**src/rtl/spi_q_pkg.sv**
```systemverilog
// Shared types and default sizing for the SPI transaction queue.
package spi_q_pkg;

  localparam int unsigned DEF_DEPTH     = 8;
  localparam int unsigned DEF_DW        = 32;
  localparam int unsigned DEF_START_TMO = 64;

  typedef enum logic [1:0] {
    IDLE      = 2'd0,
    ISSUE     = 2'd1,
    WAIT_DONE = 2'd2,
    DRAIN     = 2'd3
  } q_state_e;

endpackage

```
**src/rtl/spi_sync_fifo.sv**
```systemverilog
// Single-clock FIFO with occupancy count; push ignored when full, pop ignored when empty.
module spi_sync_fifo #(
  parameter int unsigned DEPTH = 8,
  parameter int unsigned DW    = 32
) (
  input  logic                     core_clk,
  input  logic                     arst_n,
  input  logic                     push,
  input  logic [DW-1:0]            wdata,
  input  logic                     pop,
  output logic [DW-1:0]            rdata,
  output logic                     full,
  output logic                     empty,
  output logic [$clog2(DEPTH):0]   level
);

  localparam int unsigned AW = $clog2(DEPTH);
  localparam logic [AW:0] LVL_FULL = (AW+1)'(DEPTH);

  logic [DW-1:0] mem_q [DEPTH];
  logic [AW-1:0] wr_ptr_q, wr_ptr_d;
  logic [AW-1:0] rd_ptr_q, rd_ptr_d;
  logic [AW:0]   level_q, level_d;
  logic          do_push, do_pop;

  assign full    = (level_q == LVL_FULL);
  assign empty   = (level_q == '0);
  assign level   = level_q;
  assign rdata   = mem_q[rd_ptr_q];
  assign do_push = push && !full;
  assign do_pop  = pop && !empty;

  // NOTE: every signal written here gets a default first, so no latch is inferred.
  always_comb begin
    wr_ptr_d = wr_ptr_q;
    rd_ptr_d = rd_ptr_q;
    level_d  = level_q;
    if (do_push) wr_ptr_d = wr_ptr_q + AW'(1);
    if (do_pop)  rd_ptr_d = rd_ptr_q + AW'(1);
    case ({do_push, do_pop})
      2'b10:   level_d = level_q + (AW+1)'(1);
      2'b01:   level_d = level_q - (AW+1)'(1);
      default: level_d = level_q;
    endcase
  end

  // NOTE: sequential state uses non-blocking assignments so all flops update together.
  always_ff @(posedge core_clk or negedge arst_n) begin
    if (!arst_n) begin
      wr_ptr_q <= '0;
      rd_ptr_q <= '0;
      level_q  <= '0;
    end else begin
      wr_ptr_q <= wr_ptr_d;
      rd_ptr_q <= rd_ptr_d;
      level_q  <= level_d;
    end
  end

  // NOTE: storage is deliberately not reset; the pointers alone define what is valid.
  always_ff @(posedge core_clk) begin
    if (do_push) mem_q[wr_ptr_q] <= wdata;
  end

endmodule

```
**src/rtl/spi_xfer_queue.sv**
```systemverilog
// Host-side TX/RX queue in front of the SPI controller; one transfer in flight,
// RX space reserved before issue so a controller result is never dropped.
module spi_xfer_queue
  import spi_q_pkg::*;
#(
  parameter int unsigned DEPTH     = DEF_DEPTH,
  parameter int unsigned DW        = DEF_DW,
  parameter int unsigned START_TMO = DEF_START_TMO
) (
  input  logic                   core_clk,
  input  logic                   arst_n,
  input  logic                   enable,
  input  logic [DW-1:0]          host_wdata,
  input  logic                   host_wvalid,
  output logic                   host_wready,
  output logic [DW-1:0]          host_rdata,
  output logic                   host_rvalid,
  input  logic                   host_rready,
  output logic [DW-1:0]          tx_data,
  output logic                   tx_valid,
  input  logic                   tx_ready,
  input  logic [DW-1:0]          rx_data,
  input  logic                   rx_valid,
  input  logic                   busy,
  output logic [$clog2(DEPTH):0] tx_level,
  output logic [$clog2(DEPTH):0] rx_level,
  output logic                   err_tmo,
  output logic                   err_ovf,
  input  logic                   clr_err,
  output logic                   q_busy
);

  localparam int unsigned LW = $clog2(DEPTH) + 1;
  localparam int unsigned CW = $clog2(START_TMO) + 1;
  localparam logic [CW-1:0] TMO_LAST = CW'(START_TMO - 1);
  localparam logic [LW:0]   DEPTH_W  = (LW+1)'(DEPTH);

  q_state_e      state_q, state_d;
  logic [CW-1:0] tmo_cnt_q, tmo_cnt_d;
  logic          err_tmo_q, err_tmo_d;
  logic          err_ovf_q, err_ovf_d;

  logic          tx_pop, tx_full, tx_empty;
  logic          rx_push, rx_full, rx_empty;
  logic [DW-1:0] tx_head, rx_head;
  logic          rx_pending, tmo_evt, ovf_evt;
  logic [LW:0]   rx_committed;

  spi_sync_fifo #(.DEPTH(DEPTH), .DW(DW)) u_tx_fifo (
    .core_clk (core_clk),
    .arst_n   (arst_n),
    .push     (host_wvalid && host_wready),
    .wdata    (host_wdata),
    .pop      (tx_pop),
    .rdata    (tx_head),
    .full     (tx_full),
    .empty    (tx_empty),
    .level    (tx_level)
  );

  spi_sync_fifo #(.DEPTH(DEPTH), .DW(DW)) u_rx_fifo (
    .core_clk (core_clk),
    .arst_n   (arst_n),
    .push     (rx_push),
    .wdata    (rx_data),
    .pop      (host_rready),
    .rdata    (rx_head),
    .full     (rx_full),
    .empty    (rx_empty),
    .level    (rx_level)
  );

  // Stored entries plus the slot held back for the transfer in flight.
  assign rx_pending   = (state_q == WAIT_DONE);
  assign rx_committed = {1'b0, rx_level} + (LW+1)'(rx_pending);

  always_comb begin
    state_d   = state_q;
    tmo_cnt_d = '0;
    tx_pop    = 1'b0;
    rx_push   = 1'b0;
    tmo_evt   = 1'b0;
    ovf_evt   = 1'b0;
    case (state_q)
      IDLE: begin
        ovf_evt = rx_valid;
        if (enable && !tx_empty && (rx_committed < DEPTH_W)) state_d = ISSUE;
      end
      ISSUE: begin
        ovf_evt = rx_valid;
        if (!tx_ready && busy) begin
          tx_pop  = 1'b1;
          state_d = WAIT_DONE;
        end else if (tmo_cnt_q == TMO_LAST) begin
          tx_pop  = 1'b1;
          tmo_evt = 1'b1;
          state_d = IDLE;
        end else begin
          tmo_cnt_d = tmo_cnt_q + CW'(1);
        end
      end
      WAIT_DONE: begin
        if (rx_valid) begin
          rx_push = !rx_full;
          state_d = DRAIN;
        end
      end
      DRAIN: begin
        // A multi-cycle strobe is swallowed here so each transfer pushes once.
        if (!rx_valid && !busy) state_d = IDLE;
      end
      default: state_d = IDLE;
    endcase
    err_tmo_d = tmo_evt || (err_tmo_q && !clr_err);
    err_ovf_d = ovf_evt || (err_ovf_q && !clr_err);
  end

  always_ff @(posedge core_clk or negedge arst_n) begin
    if (!arst_n) begin
      state_q   <= IDLE;
      tmo_cnt_q <= '0;
      err_tmo_q <= 1'b0;
      err_ovf_q <= 1'b0;
    end else begin
      state_q   <= state_d;
      tmo_cnt_q <= tmo_cnt_d;
      err_tmo_q <= err_tmo_d;
      err_ovf_q <= err_ovf_d;
    end
  end

  // Data outputs are forced to zero when not valid so they never expose stale storage.
  assign tx_valid    = (state_q == ISSUE);
  assign tx_data     = tx_valid ? tx_head : '0;
  assign host_wready = !tx_full;
  assign host_rvalid = !rx_empty;
  assign host_rdata  = host_rvalid ? rx_head : '0;
  assign err_tmo     = err_tmo_q;
  assign err_ovf     = err_ovf_q;
  assign q_busy      = (state_q != IDLE) || !tx_empty;

endmodule

```
**config.mk**
```make
export PLATFORM = sky130hd
export DESIGN_NAME = spi_xfer_queue
export DESIGN_NICKNAME = d
export VERILOG_FILES = /design/src/rtl/spi_q_pkg.sv /design/src/rtl/spi_sync_fifo.sv /design/src/rtl/spi_xfer_queue.sv
export SDC_FILE = /design/constraint.sdc
export NUM_CORES = 1
export LEC_CHECK = 0
export CORE_ASPECT_RATIO = 0.6
export CORE_MARGIN = 3
export CORE_UTILIZATION = 55
export CTS_BUF_LIST = sky130_fd_sc_hd__clkbuf_16
export CTS_CLUSTER_DIAMETER = 50
export DETAILED_ROUTE_END_ITERATION = 6
export PLACE_DENSITY_LB_ADDON = 0.08
export SLEW_MARGIN = 15
export SYNTH_ARGS = -nofsm -noshare
export SYNTH_HDL_FRONTEND = slang
export SYNTH_SLANG_ARGS = --single-unit
```
**constraint.sdc**
```tcl
create_clock -name core_clk -period 5.45 [get_ports core_clk]
set_input_delay 1.09 -clock core_clk [delete_from_list [all_inputs] [get_ports core_clk]]
set_output_delay 1.09 -clock core_clk [all_outputs]
set_load 0.005 [all_outputs]
```
==> summary.txt <==
Run status
  – Status: complete, no violations

Final layout
  – Ant. Diodes: 0
  – Synthesis-to-layout area growth: 18.0%
  – Layout cells sized above 1: 21.3%
  – Layout net count: 1247
  – Final non-filler cell total: 1699
  – Final Util: 67.1%

Synthesis
  – Mapped cell area: 21100 sq um
  – Sequential cell area fraction in the yosys report: 76.7%
  – Syn Area/Cell: 21.5 sq um
  – Top cells by count, synth: edfxtp_1, mux4_2, nor2_1
  – Post-synthesis cell count: 979
  – Yosys synthesis warning count: 0
  – Synth area leader: edfxtp_1
  – Asr flop ratio synth: 5.71%
  – Most frequent cell after synthesis: edfxtp_1
  – Number of synthesized register bits: 543
  – Post-synthesis net count: 1063
  – Post-synth top area share: 73.0%
  – Distinct cells, synth: 41
  – EDFF count, synth: 512
  – Ys flop type: edfxtp_1
  – Synth top area cells: edfxtp_1, mux4_2, dfrtp_1

Placement
  – HPWL Detailed: 23.1 mm
  – Routability cong.: 0.750
  – PortBufs: 150
  – Placed Cells: 1617

STA
  – Achievable Freq: 0.236 GHz
  – Final Hold Fails: 0
  – Setup TNS: 0 ps
  – RSZ-0062 raised after global routing: no
  – Setup-failing EPs final: 0
  – Tcrit/Tclk final: 77.8%
  – Slew Limit Fails: 0
  – Worst Tran Pin Value: 1080 ps
  – Worst Clk Skew: 12.7 ps
  – Rel. slew slack: 27.6%
  – Fin crit period: 4240 ps

Power and ir drop
  – Sw frac: 28.1%
  – Pwr Density: 502 nW/um^2
  – Comb power frac: 29.3%
  – Sequential share of power: 44.3%
  – Clock network fraction of total power: 26.3%
  – Leakage: 8.16 nW
  – NetSw: 3.50 mW
  – VDD IR max: 0.309 mV
  – P_int: 8.98 mW

Die
  – Die area: 40800 sq um
  – Core ar.: 37000 sq um
  – Ports: 151
  – Number of cell rows: 54
  – Die W: 259 um
  – Die Ht: 158 um
  – Initial Util: 56.9%

Worst setup path
  – CP Capture Type: primary output
  – Arr. time, crit path: 3150 ps
  – Buf/Inv on CP: 2
  – Largest delay contributor family on the critical path: flip-flops
  – Crit-path max FO: 40
  – CP max stage delay: 1020 ps
  – Critical-path top delay cell: dfrtp_2
  – Critical Path Source Type: flop
  – Worst-path cell chain: buf_4 > mux4_2 > mux2i_1 > nor2_1 > clkdlybuf4s50_1
  – Required time of the worst setup path: 4360 ps
  – CP Class: reg2out

Detailed routing
  – Via count: 9837
  – Iteration-0 DRC Markers: 857
  – Post-Route WL: 41.0 mm
  – Routed vias/inst: 5.79
  – Detailed-route wire length per cell: 24.1 um
  – Detail Route Antenna Nets: 0
  – Remaining routing DRC violations: 0
  – First-pass DRT Iterations: 5

Global routing
  – Gr usage total: 20.8%
  – Largest net degree at the start of global routing: 67
  – Vias in the first global route: 9971
  – Global-route wire length before repair: 63.1 mm
  – Initial antenna violation count: 2
  – Congestion Overflow GR: 0

Clock tree
  – Clk_lat worst skew: 550 ps
  – Clk slew on worst S/H paths: 70 ps
  – Sink Count: 543
  – TritonCTS clock tree: built
  – Setup bufs post-CTS: 0
  – CTS Buf Count: 48
  – Post-CTS sizing: 0
  – CTS H-Tree Depth: 2
  – Root buffer cell: clkbuf_16
  – Bufs on Longest Clock Path: 3
  – Hold_buf cts: 0

Flow run
  – Max Cap Viol: 0

Min path
  – Hold Path Class: reg2reg
## cell usage in the layout (no fill, tap or decap), types with 3 or more instances in the layout
cell and n:
xor2_1 12, nand2b_1 10, mux2_1 3, inv_1 13, clkbuf_16 49, clkinv_1 9
nor2_4 9, nand3_1 5, a21oi_1 7, nor2_1 74, nand3b_1 4, clkinv_2 9
nor3_2 6, edfxtp_1 512, xnor2_1 10, dfrtp_2 4, buf_4 26, mux2i_1 65
nand2_1 10, ha_1 11, mux4_2 128, clkdlybuf4s50_1 150, buf_12 3, dfrtp_1 25
bufinv_16 5
## sequential cells by signal, indices dropped and copies added (netlist names), named ones only
signal,cells
u_tx_fifo.level,4
tmo_cnt_q,7
err_tmo,1
u_tx_fifo.rd_ptr_q,3
u_tx_fifo.mem_q,256
state_q,1
err_ovf,1
u_rx_fifo.wr_ptr_q,3
u_rx_fifo.level,4
u_rx_fifo.rd_ptr_q,3
u_rx_fifo.mem_q,256
u_tx_fifo.wr_ptr_q,3
## power groups by stage
| stage | registers, mW | clock network (mW) | logic [mW] |
|---|---|---|---|
| 3_3_place_gp | 5.62 | 0 | 3.70 |
| 6_report | 5.53 | 3.29 | 3.66 |
| 4_1_cts | 5.55 | 3.37 | 3.74 |
| 2_1_floorplan | 5.27 | 0 | 2.47 |
| 3_5_place_dp | 5.63 | 0 | 3.73 |
| 5_1_grt | 5.62 | 3.55 | 3.98 |
## layout make-up
type	count	area (sq um)
Tap cell	504	631
Sequential cell	543	16200
Inverter	9	33.8
Fill cell	2448	12200
Timing Repair Buffer	179	1760
Multi-Input combinational cell	382	4760
Clock buffer	49	1230
Clock inverter	33	284
## cells by family (layout without fill, tap and decap cells)
family | count (synthesis) | count (layout) | share of synthesized area (%)
AOI/OAI and AO/OA | 19 | 19 | 0.606
xor gates and xnor gates | 22 | 22 | 0.915
adders and majority gates | 11 | 11 | 0.653
buffers and inverters | 54 | 270 | 1.24
DFF | 543 | 543 | 76.7
muxes | 199 | 199 | 17.1
and+or+nand+nor | 131 | 131 | 2.82
## layer usage
metal | wire, um | up-vias | part of all wire (%) | global-route usage (%)
li1 | - | 4360 | - | -
met1 | 19400 | 5153 | 47 | 33.7
met2 | 18400 | 271 | 45 | 30.1
met3 | 2540 | 49 | 6.2 | 4.06
met4 | 571 | 4 | 1.4 | 3.99
met5 | 20 | - | 0.049 | 0
## path summary, 6_finish.rpt
| path | from | end | slack [ps] | cells past startpoint |
|---|---|---|---|---|
| max | u_tx_fifo.rd_ptr_q[1] | tx_data[18] | 1210 | 5 |
| min | tmo_cnt_q[0] | tmo_cnt_q[0] | 450 | 1 |
| max reg2reg | flop | u_tx_fifo.level[2] | 2400 | 11 |
| min reg2reg | tmo_cnt_q[0] | tmo_cnt_q[0] | 450 | 1 |
| max in group asynchronous | arst_n | u_tx_fifo.rd_ptr_q[0] | 4170 | 2 |
| min in group asynchronous | arst_n | u_rx_fifo.level[0] | 940 | 2 |
## worst register-to-register path: cells and delay by family (launching register included)
family / cells / cell delay [ps]
adders and majority gates: 2 / 480
DFF: 1 / 440
AOI/OAI and AO/OA: 1 / 140
and+or+nand+nor: 3 / 1120
xor gates and xnor gates: 3 / 470
buffers and inverters: 2 / 280
## metrics by stage
step | hold slack, ps | setup WS [ps] | cell area [sq um] | total power [mW]
after detailed placement | 447 | 1670 | 23300 | 9.36
after global placement | 443 | 1710 | 23300 | 9.32
after floorplan | 425 | 607 | 21100 | 7.74
after CTS | 456 | 1120 | 24900 | 12.7
final | 454 | 1210 | 24900 | 12.5
after global routing | 496 | 966 | 24900 | 13.2
Note: power is estimated with default switching activity, not from simulation.
